[src/rtl/pipeline_ctrl.sv]
// Five-stage pipeline hazard controller: register enables, flush/bubble
// decode, memory-timeout detection and saturating event counters.
module pipeline_ctrl #(
  parameter int unsigned CNT_W       = 16,
  parameter int unsigned MEM_TIMEOUT = 255
) (
  input  logic             clk,
  input  logic             rst_n,
  input  logic             stall_req,
  input  logic             branch_taken,
  input  logic             mem_busy,
  input  logic             clr_cnt,
  output logic             pc_en,
  output logic             ifid_en,
  output logic             idex_en,
  output logic             exmem_en,
  output logic             ifid_flush,
  output logic             idex_flush,
  output logic             memwb_bubble,
  output logic [1:0]       state,
  output logic             mem_err,
  output logic [CNT_W-1:0] stall_cnt,
  output logic [CNT_W-1:0] flush_cnt,
  output logic [CNT_W-1:0] wait_cnt
);

  localparam int unsigned TMR_W = (MEM_TIMEOUT < 2) ? 1 : $clog2(MEM_TIMEOUT + 1);

  typedef enum logic [1:0] {
    RUN      = 2'd0,
    LU_STALL = 2'd1,
    FLUSH    = 2'd2,
    MEM_WAIT = 2'd3
  } state_t;

  state_t           state_q, state_d;
  logic [TMR_W-1:0] timer_q, timer_d;
  logic             stall_inc, flush_inc, wait_inc;
  logic             stall_masked;

  assign state        = state_q;
  assign stall_masked = (state_q == LU_STALL) || (state_q == FLUSH);

  always_ff @(posedge clk or negedge rst_n) begin
    if (!rst_n) state_q <= RUN;
    else        state_q <= state_d;
  end

  // Priority decode: mem_busy > branch_taken > unmasked stall_req > run.
  always_comb begin
    state_d      = RUN;
    pc_en        = 1'b1;
    ifid_en      = 1'b1;
    idex_en      = 1'b1;
    exmem_en     = 1'b1;
    ifid_flush   = 1'b0;
    idex_flush   = 1'b0;
    memwb_bubble = 1'b0;
    stall_inc    = 1'b0;
    flush_inc    = 1'b0;
    wait_inc     = 1'b0;
    if (mem_busy) begin
      pc_en        = 1'b0;
      ifid_en      = 1'b0;
      idex_en      = 1'b0;
      exmem_en     = 1'b0;
      memwb_bubble = 1'b1;
      wait_inc     = 1'b1;
      state_d      = MEM_WAIT;
    end else if (branch_taken) begin
      ifid_flush = 1'b1;
      idex_flush = 1'b1;
      flush_inc  = 1'b1;
      state_d    = FLUSH;
    end else if (stall_req && !stall_masked) begin
      pc_en      = 1'b0;
      ifid_en    = 1'b0;
      idex_flush = 1'b1;
      stall_inc  = 1'b1;
      state_d    = LU_STALL;
    end
    // Hold the pipeline frozen and filled with NOPs while in reset.
    if (!rst_n) begin
      pc_en        = 1'b0;
      ifid_en      = 1'b0;
      idex_en      = 1'b0;
      exmem_en     = 1'b0;
      ifid_flush   = 1'b1;
      idex_flush   = 1'b1;
      memwb_bubble = 1'b1;
      stall_inc    = 1'b0;
      flush_inc    = 1'b0;
      wait_inc     = 1'b0;
      state_d      = RUN;
    end
  end

  // Consecutive-busy timer, saturating at the timeout value.
  always_comb begin
    timer_d = '0;
    if (mem_busy) begin
      if (timer_q == TMR_W'(MEM_TIMEOUT)) timer_d = timer_q;
      else                                timer_d = timer_q + TMR_W'(1);
    end
  end

  always_ff @(posedge clk or negedge rst_n) begin
    if (!rst_n) begin
      timer_q <= '0;
      mem_err <= 1'b0;
    end else begin
      timer_q <= timer_d;
      if (mem_busy && (timer_d == TMR_W'(MEM_TIMEOUT))) mem_err <= 1'b1;
    end
  end

  // Event counters: clear wins over increment, saturate at all-ones.
  always_ff @(posedge clk or negedge rst_n) begin
    if (!rst_n) begin
      stall_cnt <= '0;
      flush_cnt <= '0;
      wait_cnt  <= '0;
    end else if (clr_cnt) begin
      stall_cnt <= '0;
      flush_cnt <= '0;
      wait_cnt  <= '0;
    end else begin
      if (stall_inc && (stall_cnt != '1)) stall_cnt <= stall_cnt + CNT_W'(1);
      if (flush_inc && (flush_cnt != '1)) flush_cnt <= flush_cnt + CNT_W'(1);
      if (wait_inc  && (wait_cnt  != '1)) wait_cnt  <= wait_cnt  + CNT_W'(1);
    end
  end

endmodule

[config.mk]
export PLATFORM = sky130hd
export DESIGN_NAME = pipeline_ctrl
export DESIGN_NICKNAME = d
export VERILOG_FILES = /design/src/rtl/pipeline_ctrl.sv
export SDC_FILE = /design/constraint.sdc
export NUM_CORES = 1
export LEC_CHECK = 0
export ABC_AREA = 1
export BUFFER_PORTS_ARGS = -buffer_cell sky130_fd_sc_hd__buf_2
export CAP_MARGIN = 20
export CORE_UTILIZATION = 40
export CTS_CLUSTER_DIAMETER = 100
export DETAILED_ROUTE_END_ITERATION = 6
export PLACE_DENSITY_LB_ADDON = 0.05
export SETUP_SLACK_MARGIN = 0.4
export SYNTH_ARGS = -nofsm -noshare
export SYNTH_HDL_FRONTEND = slang
export SYNTH_SLANG_ARGS = --single-unit
[constraint.sdc]
create_clock -name clk -period 2.2 [get_ports clk]
set_input_delay 0.11 -clock clk [delete_from_list [all_inputs] [get_ports clk]]
set_output_delay 0.11 -clock clk [all_outputs]
set_load 0.02 [all_outputs]
Yosys cells after proc, flatten, opt, wreduce, memory -nomap -nowiden
Cells that the tools add are included.
{"block": "totals", "regBits": 59, "latchBits": 0, "ram_bits": 0, "rom_bits": 0, "inputBits": 6, "out_inout_bits": 58, "wordCells": 59, "memories": 0}
{"block": "op_classes", "n_addsub": 4, "n_mul": 0, "n_div": 0, "magnitude_cmp": 0, "n_eq_ne": 7, "n_shift": 0, "mux": 32, "n_bitwise": 0, "reduce_logical": 10}
{"cell": "2-to-1 mux 16 bit", "count": 6}
{"cell": "adder 16 x 1 -> 16 bit (second input constant)", "count": 3}
{"cell": "inequality test 16 bit (second input constant)", "count": 3}
{"cell": "2-to-1 mux 1 bit", "count": 21}
{"cell": "== test 8 bit (second input constant)", "count": 2}
{"cell": "2-to-1 mux 8 bit", "count": 2}
{"cell": "adder 8 x 1 -> 8 bit (second input constant)", "count": 1}
{"cell": "2-to-1 mux 2 bit", "count": 3}
{"cell": "nonzero test 2 bit", "count": 3}
{"cell": "logical AND 1 bit", "count": 5}
{"cell": "== test 2 x 1 -> 1 bit (second input constant)", "count": 1}
{"cell": "== test 2 bit (second input constant)", "count": 1}
{"cell": "zero test 1 bit", "count": 1}
{"cell": "logical OR 1 bit", "count": 1}

Depth between registers and ports, before layout
{"block": "depth", "word_depth": 11, "depth_mapped": 11, "depth_no_buf": 11}

Worst setup path before layout
No wires, ideal clock.
{"block": "synth_timing", "path_kind": "flip-flop to flip-flop", "startpoint": "register wait_cnt[0]", "endpoint": "register wait_cnt[11]", "setup_ns": 0.066, "arrival_ns": 1.648, "required_ns": 2.134, "setup_slack_ns": 0.486, "path_stages_with_launch": 11, "path_buffers": 1, "synth_period_minus_slack_ns": 1.714, "path_cell_list": "dfrtp_1 > ha_1 > inv_1 > nor3_4 > nand2_2 > nor2_4 > nor2_2 > nor2_4 > buf_6 > nand2_1 > nand2_1"}
{"block": "synth_between", "elab_chain_len": 3, "word_cells_on_any_way": 6, "cone_classes": "1 x add/sub; 1 x eq/ne; 2 x mux; 2 x reduce/logical"}
{"element": "from (decl)", "line": "24", "text": "output logic [CNT_W-1:0] wait_cnt"}
{"element": "from (signal assigned)", "line": "130", "text": "if (wait_inc && (wait_cnt != '1)) wait_cnt <= wait_cnt + CNT_W'(1);"}
{"element": "adder 16 x 1 -> 16 bit or inequality test 16 bit (tied branches)", "line": "130"}
{"element": "2-to-1 mux 16 bit or logical AND 1 bit (tied branches)", "line": "130"}
{"element": "2-to-1 mux 16 bit or nonzero test 2 bit (tied branches)"}
Parallel ways exist; a longest one is shown, timed or not. The select of a mux whose other input is x is not followed.
A chain may end at the register's enable or synchronous reset.

Worst setup path in the final report
{"block": "layout_timing", "startpoint": "register stall_cnt[1]", "endpoint": "register stall_cnt[14]"}
{"block": "layout_between", "elab_chain_len": 3, "word_cells_on_any_way": 6, "cone_classes": "1 x add/sub; 1 x eq/ne; 2 x mux; 2 x reduce/logical"}
{"element": "from (decl)", "line": "22", "text": "output logic [CNT_W-1:0] stall_cnt,"}
{"element": "from (signal assigned)", "line": "128", "text": "if (stall_inc && (stall_cnt != '1)) stall_cnt <= stall_cnt + CNT_W'(1);"}
{"element": "adder 16 x 1 -> 16 bit or inequality test 16 bit (tied branches)", "line": "128"}
{"element": "2-to-1 mux 16 bit or logical AND 1 bit (tied branches)", "line": "128"}
{"element": "2-to-1 mux 16 bit or nonzero test 2 bit (tied branches)"}
Parallel ways exist; a longest one is shown, timed or not. The select of a mux whose other input is x is not followed.

==> impl_metrics.py <==
metrics = {
    "power": {
        "total_leakage_power_nw": 2.44,
        "p_per_area_mw_per_mm2": 520,
        "max-vdd-ir-drop_mv": 0.343,
    },
    "die": {
        "die_w_um": 99.1,
        "initial_utilization_pct": 41.0,
        "die_y_um": 99.1,
        "die_area_mm2": 0.00981,
        "fp.coreArea_mm2": 0.00920,
        "ios": 64,
        "fp-row-count": 35,
    },
    "worst_setup_path": {
        "worst_r2r_endpoint": "stall_cnt[14]",
        "end_kind": "flop",
        "crit_type": "reg2reg",
        "critPathMaxFanout": 8,
        "worst_path_largest_cell_delay_ps": 430,
        "rrSetupSlack_ps": 450,
        "path_depth": 10,
        "crit_slowest_cell": "dfrtp_1",
        "startpoint": "stall_cnt[1]",
        "r2r.worst_path.cells": 10,
        "crit_family": "simple AND/OR/NAND/NOR gates",
        "rr_startpoint": "stall_cnt[1]",
        "critPathArrivalTime_ps": 1970,
        "crit_required_ps": 2430,
        "crit_top_cell": "nor2_4",
        "worstSetupStartpointType": "flop",
        "crit_buf_inv": 2,
        "worstPathCellList": "ha_4 > nand3_4 > nor2_4 > nand3_2 > nor2_4 > nor2_4 > buf_12 > buf_2 > nand4_1 > nand2_1",
    },
    "global_route": {
        "overflow": 0,
        "met2_usage_pct": 32.7,
        "grt_busiest_layer": "met2",
        "grt_use_met1_pct": 28.3,
        "first_global_vias": 3341,
        "grt_max_degree": 45,
        "grt_pass1_wl_mm": 16.0,
        "grt_antenna_before_repair": 0,
        "grt_use_total_pct": 20.4,
        "use_met3_pct": 3.05,
    },
    "sta": {
        "fmax_mhz": 572,
        "post-route-min-period_ps": 1750,
        "period_share_pct": 79.4,
        "hold_ws_ps": -95.7,
        "slew_viol_final": 0,
        "rsz0062_at_grt": "yes",
        "finalSetupViolations": 0,
        "relSlewSlack_pct": 47.7,
        "tns_ps": 0,
        "hold_violations": 43,
        "tightest_slew_ps": 782,
        "fin_skew_ps": 11.6,
    },
    "yosys": {
        "ys_seq_elements": 59,
        "netlist_top_cells_area": "dfrtp_1 39%, nand2_1 20%, nand4_1 7.1%",
        "syn-cell-area_mm2": 0.00377,
        "synth-edff-count": 0,
        "ys.flop_type": "dfrtp_1",
        "synth.top_cell.area_share_pct": 39.2,
        "yosysWarningCount": 0,
        "ys_types": 29,
        "synth_async_sr_flop_share_pct": 100,
        "synth_area_leader_cell": "dfrtp_1",
        "ys_seq_area_share_pct": 39.2,
        "synth.net_count": 552,
        "syn_inst": 542,
        "syn_area_per_cell_um2": 6.95,
    },
    "cells_and_area": {
        "syn_to_final_growth_pct": 24.3,
        "n_fill_cell": 944,
        "antenna_cells": 0,
        "drive_gt1_share_pct": 22.6,
        "fin_nets": 638,
        "fin_util_pct": 50.9,
    },
    "drt": {
        "wl_per_cell_um": 13.5,
        "wl_mm": 10.1,
        "avgViaCountPerCell": 4.99,
        "antenna_left": 0,
        "drc": 0,
        "vias": 3714,
        "dr.first_iter.drc_count": 107,
        "dr.pass1.iters": 4,
    },
    "clocking": {
        "cts-root-buf": "clkbuf_8",
        "cts_tree": "done",
        "clkSinkCount": 59,
        "clockBufferDepth": 2,
        "ctsHtreeMaxLevel": 3,
        "numCtsBuffers": 9,
        "path_clk_slew_ps": 80,
        "insertion_delay_ps": 340,
        "holdBufCountCts": 1,
    },
    "run_status": {
        "status": "complete, but fails checks",
        "violations": "negative hold slack",
    },
    "run": {
        "max_cap_violations": 0,
    },
    "min_path": {
        "hp-class": "in2async",
    },
    "place": {
        "place_hpwl_mm": 6.70,
        "place_congestion": 0.813,
        "numPortBuffers": 63,
    },
}
[worst reg2reg max path: stages, from the launching register on]
cell and delay (ps):
dfrtp_1 430, ha_4 180, nand3_4 80, nor2_4 170, nand3_2 110, nor2_4 140
nor2_4 60, buf_12 140, buf_2 170, nand4_1 90, nand2_1 60
[layer usage]
layer | wire length (um) | share of wire [%]
met5 | 0 | 0
met3 | 375 | 3.7
met4 | 131 | 1.3
met1 | 4920 | 49
met2 | 4640 | 46
[final cells by class]
class	count	area [um2]	area share [%]
Tap cell	111	139	2.96
Sequential cell	59	1480	31.6
Clock inverter	4	73.8	1.58
Timing Repair Buffer	88	562	12.0
Multi-Input combinational cell	409	2060	43.9
Clock buffer	12	145	3.10
Inverter	61	229	4.89
[through the flow]
stage	setup slack, ps	hold slack [ps]	power, mW	cells	instance area, um2
finish	453	-95.7	2.43	744	4680
global route	376	-45.3	2.53	744	4680
CTS	417	-71.4	2.44	727	4440
detailed placement	248	140	1.30	706	4170
global placement	294	148	1.29	706	4170
floorplan	486	-186	1.23	542	3770
[cell usage in the layout, fill, tap and decap left out, types with 2 or more instances in the layout]
cell type,instances
dfrtp_1,57
nor2_1,50
inv_1,53
nand3_1,39
o21bai_1,4
ha_1,2
o21ai_1,2
clkbuf_1,2
buf_4,18
nor2_2,4
o21ai_0,10
nor2_4,8
xor2_1,11
nand4_1,43
xnor2_1,3
buf_12,3
nor3_1,12
ha_4,2
bufinv_16,2
or2_2,3
dfrtp_2,2
nor3_2,3
nand3_2,2
inv_2,8
nand2_2,7
a21oi_1,2
nand3b_1,4
buf_2,64
clkbuf_8,10
nand2_1,194
[synth_stat cells, types with 5 or more instances]
cell type	number
nand4_1	43
xor2_1	11
nor3_1	13
nand2_1	200
inv_1	55
o21ai_0	11
inv_2	6
nor2_1	51
nand3_1	40
nor2_2	5
dfrtp_1	59
nor2_4	5
[worst max-delay path by stage]
stage                    endpoint  slack, ps
floorplan            wait_cnt[11]        490
global placement     wait_cnt[15]        290
detailed placement   wait_cnt[14]        250
CTS                  wait_cnt[14]        420
global route          wait_cnt[1]        380
finish              stall_cnt[14]        450
[state kept, by name, indices dropped and copies added, names as in the netlist]
name,flops
stall_cnt,16
state,2
flush_cnt,16
wait_cnt,16
timer_q,8
mem_err,1
[where the power goes]
group	internal, mW	leakage (nW)	switching, mW	total (mW)
Combinational	0.0677	1.52	0.141	0.208
Clock	0.670	0.111	0.450	1.12
Sequential	1.10	0.809	0.0112	1.11
Total	1.83	2.44	0.602	2.43
[timing repair]
item                       4_1_cts  5_1_grt
gates cloned                     0        2
pin swaps                        2       20
setup buffers                    4       15
setup endpoints to repair       31       49
resized for setup                1       21
hold endpoints to repair        59       43
[cell families after synthesis]
| logic type | count (synthesis) | share of synthesized area [%] |
|---|---|---|
| AO/OA/AOI/OAI | 19 | 2.86 |
| XOR/XNOR | 14 | 3.25 |
| adder cells (fa/ha/maj) | 4 | 1.33 |
| buffers and inverters | 75 | 8.40 |
| flip-flops | 59 | 39.2 |
| AND/OR/NAND/NOR | 371 | 45.0 |
Power figures use the tool's default switching activity.
